**src/rtl/demux_pkg.sv**
```systemverilog
// Purpose: shared widths, FIFO entry layout and FSM encoding for the demux feeder.
// Latency: n/a (types and constants only).
// Backpressure: n/a.
package demux_pkg;

  localparam int DATA_W  = 4;
  localparam int SEL_W   = 2;
  localparam int ENTRY_W = DATA_W + SEL_W;
  localparam int PTR_W   = 2;
  localparam int CNT_W   = 3;
  localparam int DWELL_W = 8;

  typedef enum logic {
    ST_IDLE  = 1'b0,
    ST_DRIVE = 1'b1
  } state_t;

  // Destination sits in the upper bits so {in_dest, in_data} maps directly.
  typedef struct packed {
    logic [SEL_W-1:0]  dest;
    logic [DATA_W-1:0] data;
  } entry_t;

endpackage

```
**src/rtl/demux_fifo4.sv**
```systemverilog
// Purpose: 4-entry FIFO of (dest, data) pairs feeding the demux sequencer.
// Latency: a pushed entry is visible at o_head one edge after the push (no bypass).
// Backpressure: pushes are ignored while full, pops ignored while empty.
//
// Ports: clk/rst (async active-high); i_push + i_push_entry write at the tail;
// i_pop advances the head; o_head is the current head entry; o_full/o_empty/
// o_count report occupancy from registered state only.
module demux_fifo4
  import demux_pkg::*;
#(
  parameter int DEPTH = 4
) (
  input  logic             clk,
  input  logic             rst,
  input  logic             i_push,
  input  entry_t           i_push_entry,
  input  logic             i_pop,
  output entry_t           o_head,
  output logic             o_full,
  output logic             o_empty,
  output logic [CNT_W-1:0] o_count
);

  entry_t             r_mem [4];
  logic [PTR_W-1:0]   r_wr_ptr;
  logic [PTR_W-1:0]   r_rd_ptr;
  logic [CNT_W-1:0]   r_count;
  logic               w_push;
  logic               w_pop;

  assign o_full  = (r_count == CNT_W'(DEPTH));
  assign o_empty = (r_count == '0);
  assign o_count = r_count;
  assign o_head  = r_mem[r_rd_ptr];

  // Full/empty come from the registered count, so a pop in the same cycle
  // never makes room for a push into a full FIFO.
  assign w_push = i_push && !o_full;
  assign w_pop  = i_pop && !o_empty;

  always_ff @(posedge clk or posedge rst) begin
    if (rst) begin
      r_wr_ptr <= '0;
      r_rd_ptr <= '0;
      r_count  <= '0;
      for (int i = 0; i < 4; i++) begin
        r_mem[i] <= '0;
      end
    end else begin
      if (w_push) begin
        r_mem[r_wr_ptr] <= i_push_entry;
        r_wr_ptr        <= r_wr_ptr + 1'b1;
      end
      if (w_pop) begin
        r_rd_ptr <= r_rd_ptr + 1'b1;
      end
      case ({w_push, w_pop})
        2'b10:   r_count <= r_count + 1'b1;
        2'b01:   r_count <= r_count - 1'b1;
        default: r_count <= r_count;
      endcase
    end
  end

endmodule

```
**src/rtl/demux_feeder.sv**
```systemverilog
// Purpose: buffers (data, dest) words and presents each on the demux I/S inputs for DWELL cycles.
// Latency: word accepted at edge k is driven after edge k+1; next word follows back-to-back.
// Backpressure: in_ready = (count != DEPTH), from registered count only.
//
// Ports: clk, rst (async active-high); in_data/in_dest/in_valid/in_ready producer
// handshake; I_out/S_out drive the demux; busy flags a word on the outputs;
// count is the FIFO occupancy 0..4.
module demux_feeder
  import demux_pkg::*;
#(
  parameter int DEPTH = 4,
  parameter int DWELL = 2
) (
  input  logic              clk,
  input  logic              rst,
  input  logic [DATA_W-1:0] in_data,
  input  logic [SEL_W-1:0]  in_dest,
  input  logic              in_valid,
  output logic              in_ready,
  output logic [DATA_W-1:0] I_out,
  output logic [SEL_W-1:0]  S_out,
  output logic              busy,
  output logic [CNT_W-1:0]  count
);

  localparam logic [DWELL_W-1:0] DWELL_LOAD = DWELL_W'(DWELL - 1);

  state_t              r_state;
  state_t              w_state_nxt;
  logic [DWELL_W-1:0]  r_dwell;
  logic [DATA_W-1:0]   r_i_out;
  logic [SEL_W-1:0]    r_s_out;

  logic                w_push;
  logic                w_pop;
  logic                w_load;
  logic                w_dec;
  logic                w_clear;
  logic                w_full;
  logic                w_empty;
  entry_t              w_head;
  entry_t              w_push_entry;
  logic [CNT_W-1:0]    w_count;

  assign in_ready     = !w_full;
  assign w_push       = in_valid && !w_full;
  assign w_push_entry = '{dest: in_dest, data: in_data};

  demux_fifo4 #(
    .DEPTH (DEPTH)
  ) u_fifo (
    .clk          (clk),
    .rst          (rst),
    .i_push       (w_push),
    .i_push_entry (w_push_entry),
    .i_pop        (w_pop),
    .o_head       (w_head),
    .o_full       (w_full),
    .o_empty      (w_empty),
    .o_count      (w_count)
  );

  always_ff @(posedge clk or posedge rst) begin
    if (rst) begin
      r_state <= ST_IDLE;
    end else begin
      r_state <= w_state_nxt;
    end
  end

  // A pop always coincides with a load of the output registers; the FIFO
  // head is only read from registered state, so nothing bypasses the FIFO.
  always_comb begin
    w_state_nxt = r_state;
    w_pop       = 1'b0;
    w_load      = 1'b0;
    w_dec       = 1'b0;
    w_clear     = 1'b0;
    case (r_state)
      ST_IDLE: begin
        if (!w_empty) begin
          w_pop       = 1'b1;
          w_load      = 1'b1;
          w_state_nxt = ST_DRIVE;
        end
      end
      ST_DRIVE: begin
        if (r_dwell != '0) begin
          w_dec = 1'b1;
        end else if (!w_empty) begin
          w_pop  = 1'b1;
          w_load = 1'b1;
        end else begin
          w_clear     = 1'b1;
          w_state_nxt = ST_IDLE;
        end
      end
      default: begin
        w_state_nxt = ST_IDLE;
      end
    endcase
  end

  always_ff @(posedge clk or posedge rst) begin
    if (rst) begin
      r_dwell <= '0;
      r_i_out <= '0;
      r_s_out <= '0;
    end else if (w_load) begin
      r_dwell <= DWELL_LOAD;
      r_i_out <= w_head.data;
      r_s_out <= w_head.dest;
    end else if (w_dec) begin
      r_dwell <= r_dwell - 1'b1;
    end else if (w_clear) begin
      // S_out keeps its last value so the demux select does not glitch.
      r_i_out <= '0;
    end
  end

  assign I_out = r_i_out;
  assign S_out = r_s_out;
  assign busy  = (r_state == ST_DRIVE);
  assign count = w_count;

endmodule

```
**config.mk**
```make
export PLATFORM = sky130hd
export DESIGN_NAME = demux_feeder
export DESIGN_NICKNAME = d
export VERILOG_FILES = /design/src/rtl/demux_pkg.sv /design/src/rtl/demux_fifo4.sv /design/src/rtl/demux_feeder.sv
export SDC_FILE = /design/constraint.sdc
export NUM_CORES = 1
export LEC_CHECK = 0
export CORE_MARGIN = 2
export CORE_UTILIZATION = 30
export DETAILED_ROUTE_END_ITERATION = 8
export SYNTH_ARGS = -nofsm -noshare
export SYNTH_HDL_FRONTEND = slang
export SYNTH_SLANG_ARGS = --single-unit
```
**constraint.sdc**
```tcl
create_clock -name clk -period 7.7 [get_ports clk]
set_input_delay 2.31 -clock clk [delete_from_list [all_inputs] [get_ports clk]]
set_output_delay 2.31 -clock clk [all_outputs]
set_load 0.005 [all_outputs]
```
* After elaboration in Yosys (flattened, before gate mapping)
Cells that the tools add are included.
Storage, ports and cells: input port bits 9, output and inout bits 11, bits in registers 46
Cells by class: reductions and logical operators 12, $lt $le $gt $ge 3, bitwise operators 3, equality and inequality tests 4, mux-type cells 22, add/sub/neg operators 5
Operators by type and width (count):
- $bwmux 24 | 1
- $mux 6 | 3
- $mux 8 | 2
- $bmux 6 s2 | 1
- $demux 6 s2 | 1
- $mux 4 | 3
- $mux 1 | 8
- $reduce_bool 8->1 | 1
- $sub 8x1->8 const B | 1
- $ge 3x3->1 const B | 2
- $not 2->3 | 2
- $pmux 3 s2 | 1
- $reduce_bool 2->1 | 3
- $add 2x1->2 const B | 2
- $logic_and 1x1->1 | 4
- $pmux 1 s2 | 2
- $add 3x1->3 const B | 1
- $eq 3x3->1 const B | 1
- $logic_not 3->1 | 1
- $lt 3x1->1 const B | 1
- $sub 3x1->3 const B | 1
- $eq 2x1->1 const B | 1
- $eq 2x2->1 const B | 1
- $logic_not 1->1 | 2
- other kinds (3) | 3

* Logic depth before layout (Yosys ltp)
Gate-level depths: netlist (run 1).
depth after elaboration 7, mapped depth 11

* Hierarchy
From an unflattened synthesis (run 1), not the netlist that was laid out.
Second synthesis, totals: cells, all modules 172, area total of the unflattened synthesis 2224.6 um2
By module, submodules not included:
- demux_fifo4 | area an instance 1445.1 um2, cells an instance 97, instances 1, seq. area each 775.7 um2
- demux_feeder | area an instance 779.5 um2, cells an instance 75, instances 1, seq. area each 375.4 um2

* Worst setup path after synthesis (run 1)
No wires, ideal clock.
path type input to register, from input port in_valid, to register u_fifo.r_count[2], in the netlist u_fifo.o_count[2], setup time 0.079 ns, arrival time 3.505 ns, setup slack 4.115 ns, data required time 7.621 ns, cell stages on the path 8, cells stage by stage a21boi_2 > inv_2 > ha_1 > inv_1 > fa_1 > xor2_1 > nor2_1 > xor2_1
On the way: cells in the longest elaborated chain, start to end 4, elaborated cells between the ends (all ways) 6, those cells by class 2 x eq/ne; 1 x mux; 3 x reduce/logical
RTL lines:
- from (decl) | RTL line demux_feeder.sv:18 | input logic in_valid,
- $logic_and 1x1->1 (*) | RTL line demux_feeder.sv:46 | assign w_push = in_valid && !w_full;
- $logic_and 1x1->1 (*) | RTL line demux_fifo4.sv:38 | assign w_push = i_push && !o_full;
- $eq 2x1->1 or $eq 2x2->1 (tied branches) | RTL line demux_fifo4.sv:57 | case ({w_push, w_pop})
- $pmux 3 s2 or $reduce_bool 2->1 (tied branches)
- to (signal assigned) | RTL line demux_fifo4.sv:58 | 2'b10: r_count <= r_count + 1'b1;
- to (signal assigned) | RTL line demux_fifo4.sv:59 | 2'b01: r_count <= r_count - 1'b1;
- to (signal assigned) | RTL line demux_fifo4.sv:60 | default: r_count <= r_count;
- to (decl) | RTL line demux_fifo4.sv:27 | logic [CNT_W-1:0] r_count;
Mark *: on every way between the ends. The rest lies on a longest branch, timed or not. A chain may end at the register's enable or synchronous reset.

* Final worst setup path (run 1)
Same ends and word-level chain as after synthesis.

==> run_results.csv, run 1 <==
group,metric,value,unit
clock_tree,cts_max_level,2,
finish,fillers,714,
hold_path,hold_end,"u_fifo.r_mem[2]",
sta,setup_viol,0,
pwr,total_power,952.7,uW
flow_run,cap_violations,0,
placement,dp_slack,3.615,ns
pwr,switching_share,33.39,%
logic_synthesis,yosys_warnings,0,
logic_synthesis,synth-seq-cells,46,
detailed_routing,wl_per_cell,13.24,um
placement,postPlaceCellArea,2509,um^2
worst_setup_path,crit_top_cell,"xor2_1",
logic_synthesis,synth_top_area_cell,"dfrtp_1",
hold_path,hold_depth,1,
sta,final.period_utilization,48.98,%
clock_tree,cts_root_buffer,"clkbuf_8",
clock_tree,post_cts_resize_count,0,
pwr,pwr-share-comb,36.8,%
pwr,pwr-share-seq,47.5,%
worst_setup_path,start_kind,"input pin",
pwr,vdd_drop_max,0.1039,mV
global_routing,grt_pass1_vias,1344,
global_routing,overflow,0,
sta,final.setup.worst_slack,3.929,ns
floorplan,die_h,89.85,um
logic_synthesis,synthTopCellsByArea,"dfrtp_1 (52%), mux2_1 (13%), mux4_2 (6.1%)",
floorplan,ioPinCount,20,
logic_synthesis,avgSynthCellArea,12.93,um^2
logic_synthesis,synthCells,171,
worst_setup_path,cp_slowest_cell,"clkdlybuf4s50_1",
detailed_routing,drc_errors,0,
finish,layout_commonest_cell,"dfrtp_1",
pwr,p_switching,318.1,uW
worst_setup_path,crit_cells,9,
placement,portBuffers,19,
global_routing,antenna_found_initial,0,
worst_setup_path,required,7.88,ns
floorplan,dieArea,8072,um^2
clock_tree,clk_pin_slew_worst_paths,0.08,ns
finish,final_cells,293,
floorplan,core.rowCount,31,
clock_tree,clock_latency,0.30,ns
worst_setup_path,timing.critical_path.buf_inv,3,
worst_setup_path,reg2reg_depth,9,
floorplan,die_w,89.85,um
global_routing,grtUsageTotal,10.43,%
worst_setup_path,path_cells,"clkdlybuf4s50_1, a21boi_2, inv_2, ha_1, inv_1, fa_1, xor2_1, nor2_1, xor2_1",
finish,syn2layout_area_growth,17.60,%
detailed_routing,routed_wl,3879,um
worst_setup_path,arrival,3.95,ns
placement,place_congestion,0.7430,
finish,fin_area,2600,um^2
finish,num_antenna_cells,0,
hold_path,hold_start,"u_fifo.r_mem[2]",
worst_setup_path,critPathMaxStageDelay,0.44,ns
worst_setup_path,r2r-end,"u_fifo.o_count[2]",
placement,dp.cells,285,
pwr,power_frac_clock,15.7,%
detailed_routing,vias,1327,
global_routing,grt_pass1_wl,6741,um
floorplan,core,7176,um^2
status,status,"finished clean",
sta,min_period,3.771,ns
pwr,leakagePower,1.133,nW
logic_synthesis,netlist.area_leader.share,52.07,%
worst_setup_path,rr_startpoint,"r_dwell[2]",
logic_synthesis,syn-cell-area,2211,um^2
global_routing,grt_max_degree,47,
worst_setup_path,critical_path_class,"input pin to flop",
finish,most-common-layout-cells,"dfrtp_1 (46), mux2_1 (26), clkdlybuf4s50_1 (19), nand2_1 (9), inv_1 (8)",
detailed_routing,drt_iter0_drc,62,
detailed_routing,drt-pass1-iter-count,4,
placement,hpwl,2733,um
sta,finalSetupTns,0,ns
sta,rsz0062_at_grt,"no",
finish,nets,210,
sta,fin_skew,0.003439,ns
clock_tree,clock-sinks,46,
floorplan,start_util,30.81,%
clock_tree,cts_tree,"built",
clock_tree,cts_buffers,5,
detailed_routing,final_antenna_net_count,0,
logic_synthesis,ys_types,37,
logic_synthesis,ys_seq_area_share,52.07,%
worst_setup_path,r2r_setup_slack,4.95,ns
clock_tree,hold_buffers,0,
hold_path,hold_path_class,"flop to flop",
sta,final_max_slew_viol_count,0,
logic_synthesis,syn-num-nets,188,
pwr,p_int,634.5,uW
clock_tree,post_cts_buffers,0,
clock_tree,clockBufferDepth,2,
worst_setup_path,crit_family,"buffers and inverters",
sta,hold_viol_final,0,
finish,layout-drive-gt1-share,12.37,%
worst_setup_path,endpoint_kind,"flop",
sta,worst_pin_slew,0.9667,ns
sta,max_slew_margin,35.46,%
worst_setup_path,worstPathMaxFanout,8,
pwr,p_per_area,366.4,nW/um^2
sta,fmax,265.2,MHz
detailed_routing,via_per_inst,4.529,
-- layer usage --
metal	GRT usage (%)	wire, um	up-vias
met3	3.437	189	6
met4	3.462	55	0
met2	15.91	1717	23
li1	-	-	646
met1	14.07	1917	652
met5	0	0	-
-- logic make-up after synthesis --
group | count (synthesis) | synth area share (%)
buffers and inverters | 15 | 2.603
adder cells (fa/ha/maj) | 8 | 4.867
flip-flops | 46 | 52.07
AO/OA/AOI/OAI | 18 | 6.339
multiplexers | 36 | 21.22
AND/OR/NAND/NOR | 42 | 10.53
XOR/XNOR | 6 | 2.377
-- worst max path at each step --
| stage | startpoint | endpoint |
|---|---|---|
| after CTS | u_fifo.o_count[0] | in_ready |
| final | in_valid | u_fifo.o_count[2] |
| after detailed placement | in_valid | u_fifo.o_count[2] |
| after floorplan | in_valid | u_fifo.o_count[2] |
| after global placement | in_valid | u_fifo.o_count[2] |
| after global routing | in_valid | u_fifo.o_count[2] |
-- flip-flops by register name (all words and copies together), names as in the netlist --
register	count
u_fifo.o_count	3
r_dwell	8
u_fifo.r_wr_ptr	2
I_out	4
u_fifo.r_mem	24
S_out	2
u_fifo.r_rd_ptr	2
busy	1
-- area by class of cell --
class,count,area [um^2],share of cell area (%)
inverter,11,41.29,1.588
sequential,46,1151,44.27
timing repair buffer,19,190.2,7.315
multi-input combinational,110,1002,38.55
clock buffer,7,86.33,3.321
tap,99,123.9,4.764
clock inverter,1,5.005,0.1925
-- stage by stage --
stage               hold WS (ns)  util [%]
finish                    0.4941     36.23
floorplan                 0.4587         -
CTS                       0.4983     36.23
global placement          0.4698     34.96
detailed placement        0.4799     34.96
global route              0.5156     36.23
-- Yosys cell counts (all sizes together) --
cell	count
o31a	1
fa	1
xnor2	2
nor2	8
inv	11
dfrtp	46
o31ai	2
or3	1
nand2	9
o211ai	1
nor3	4
xor2	4
nand2b	5
o21ai	8
and3	3
nor4	1
a21o	1
ha	7
or2	1
nand3	7
a211o	2
nand3b	2
mux2i	3
mux4	6
or4	1
a21boi	1
buf	2
mux2	27
a21oi	2
clkbuf	2
-- power by group through the flow --
stage	clock, mW	sequential, mW	combinational, mW
after global placement	0	0.453	0.347
after detailed placement	0	0.458	0.356
after global routing	0.166	0.471	0.396
final	0.150	0.452	0.351
after floorplan	0	0.421	0.280
after CTS	0.155	0.453	0.357
No activity file was read; power rests on OpenSTA's default activity.
==> inputs of run 2 (changes only) <==
Clock period 7.7 ns to 3.6 ns, I/O delays scaled along.
==> run_results.csv, run 2 (synthesized netlist as in run 1, its figures left out) <==
group,metric,value,unit
sta,holdWs,0.4898,ns
hold_path,hold_path_class,"flop to flop",
clock_tree,cts_max_level,2,
worst_setup_path,rr_startpoint,"r_dwell[2]",
finish,multiInputGateArea,1002,um^2
sta,setup_viol,0,
clock_tree,post_cts_resize_count,0,
clock_tree,cts_tree,"built",
finish,layout-drive-gt1-share,13.33,%
sta,final_max_slew_viol_count,0,
worst_setup_path,r2r_setup_slack,0.85,ns
floorplan,ioPinCount,20,
sta,final.period_utilization,76.43,%
pwr,p_per_area,790.5,nW/um^2
finish,syn2layout_area_growth,18.11,%
worst_setup_path,start_kind,"flop",
worst_setup_path,arrival,2.99,ns
status,status,"finished clean",
worst_setup_path,required,3.84,ns
clock_tree,post_cts_buffers,0,
detailed_routing,vias,1364,
sta,max_slew_margin,42.64,%
sta,rsz0062_at_grt,"no",
finish,nets,211,
detailed_routing,drt_iter0_drc,52,
detailed_routing,drc_errors,0,
floorplan,dieArea,8072,um^2
finish,fillers,692,
clock_tree,clockBufferDepth,2,
floorplan,die_h,89.85,um
sta,fmax,363.4,MHz
global_routing,grt_max_degree,27,
sta,min_period,2.752,ns
global_routing,grt_pass1_wl,7003,um
worst_setup_path,reg2reg_depth,9,
worst_setup_path,crit_path_end,"u_fifo.o_count[2]",
sta,hold_viol_final,0,
sta,worst_pin_slew,0.8538,ns
floorplan,die_w,89.85,um
sta,final.setup.worst_slack,0.8484,ns
clock_tree,clock_latency,0.32,ns
detailed_routing,drt-pass1-iter-count,4,
placement,place_congestion,0.7151,
floorplan,start_util,30.81,%
clock_tree,hold_buffers,0,
finish,most-common-layout-cells,"dfrtp_1 (46), mux2_1 (26), clkdlybuf4s50_1 (19), nand2_1 (9), inv_1 (8)",
finish,largest_register,"u_fifo.r_mem",
worst_setup_path,endpoint_kind,"flop",
floorplan,core,7176,um^2
placement,hpwl,2823,um
detailed_routing,via_per_inst,4.639,
worst_setup_path,r2r-end,"u_fifo.o_count[2]",
pwr,leakagePower,1.139,nW
floorplan,core.rowCount,31,
clock_tree,cts_buffers,5,
placement,portBuffers,19,
detailed_routing,final_antenna_net_count,0,
hold_path,hold_start,"S_out[1]",
worst_setup_path,worstPathMaxFanout,8,
pwr,vdd_drop_max,0.2341,mV
flow_run,cap_violations,0,
detailed_routing,wl_per_cell,13.50,um
placement,dp_slack,0.7587,ns
clock_tree,cts_root_buffer,"clkbuf_8",
finish,largest_reg_flops,24,
finish,num_antenna_cells,0,
global_routing,antenna_found_initial,0,
sta,fin_skew,0.01058,ns
sta,finalSetupTns,0,ns
finish,seq_area,1151,um^2
detailed_routing,routed_wl,3968,um
global_routing,grt_pass1_vias,1405,
finish,layout_commonest_cell,"dfrtp_1",
global_routing,grtUsageTotal,10.98,%
clock_tree,clk_pin_slew_worst_paths,0.09,ns
worst_setup_path,critical_path_class,"flop to flop",
worst_setup_path,crit_start,"r_dwell[2]",
global_routing,overflow,0,
clock_tree,clock-sinks,46,
[run 2: how the worst min path moves through the flow]
stage,endpoint,depth (start not counted),slack [ns]
final,S_out[1],1,0.49
after global routing,S_out[1],1,0.51
after CTS,S_out[1],1,0.50
after detailed placement,S_out[1],1,0.48
after global placement,u_fifo.r_mem[13],1,0.47
after floorplan,u_fifo.r_mem[10],1,0.46
[run 2: stage by stage]
| stage | cells | total power, mW | utilization [%] | cell area (um^2) |
|---|---|---|---|---|
| after floorplan | 171 | 1.500 | - | 2211 |
| after global placement | 286 | 1.714 | 35.07 | 2516 |
| after detailed placement | 286 | 1.747 | 35.07 | 2516 |
| after CTS | 294 | 2.094 | 36.39 | 2611 |
| after global routing | 294 | 2.231 | 36.39 | 2611 |
| final | 294 | 2.064 | 36.39 | 2611 |
[run 2: power by group]
| part | internal, mW | switching, mW | leakage, nW | total, mW |
|---|---|---|---|---|
| registers | 0.762 | 0.205 | 0.552 | 0.967 |
| logic | 0.440 | 0.315 | 0.538 | 0.754 |
| clock network | 0.144 | 0.198 | 0.0495 | 0.343 |
| total | 1.35 | 0.718 | 1.14 | 2.06 |
[run 2: final cells by class]
cell class,instances,share of cell area [%]
Sequential cell,46,44.08
Multi-Input combinational cell,110,38.38
Tap cell,99,4.744
Clock inverter,3,1.006
Inverter,11,1.581
Timing Repair Buffer,20,7.571
Clock buffer,5,2.635
[run 2: metal layers]
metal / vias to the layer above / GRT usage [%] / wire, um
li1: 650 / - / -
met1: 695 / 14.36 / 1918
met2: 13 / 17.42 / 1865
met3: 6 / 2.766 / 114
met4: 0 / 4.615 / 69
met5: - / 0 / 0
[run 2: worst max-delay path, stage by stage (launching register included)]
cell     delay (ns)
dfrtp_1        0.45
or4_4          0.61
o31a_4         0.40
nor2_8         0.19
ha_1           0.21
inv_1          0.06
fa_1           0.37
xor2_1         0.15
nor2_1         0.11
xor2_1         0.14
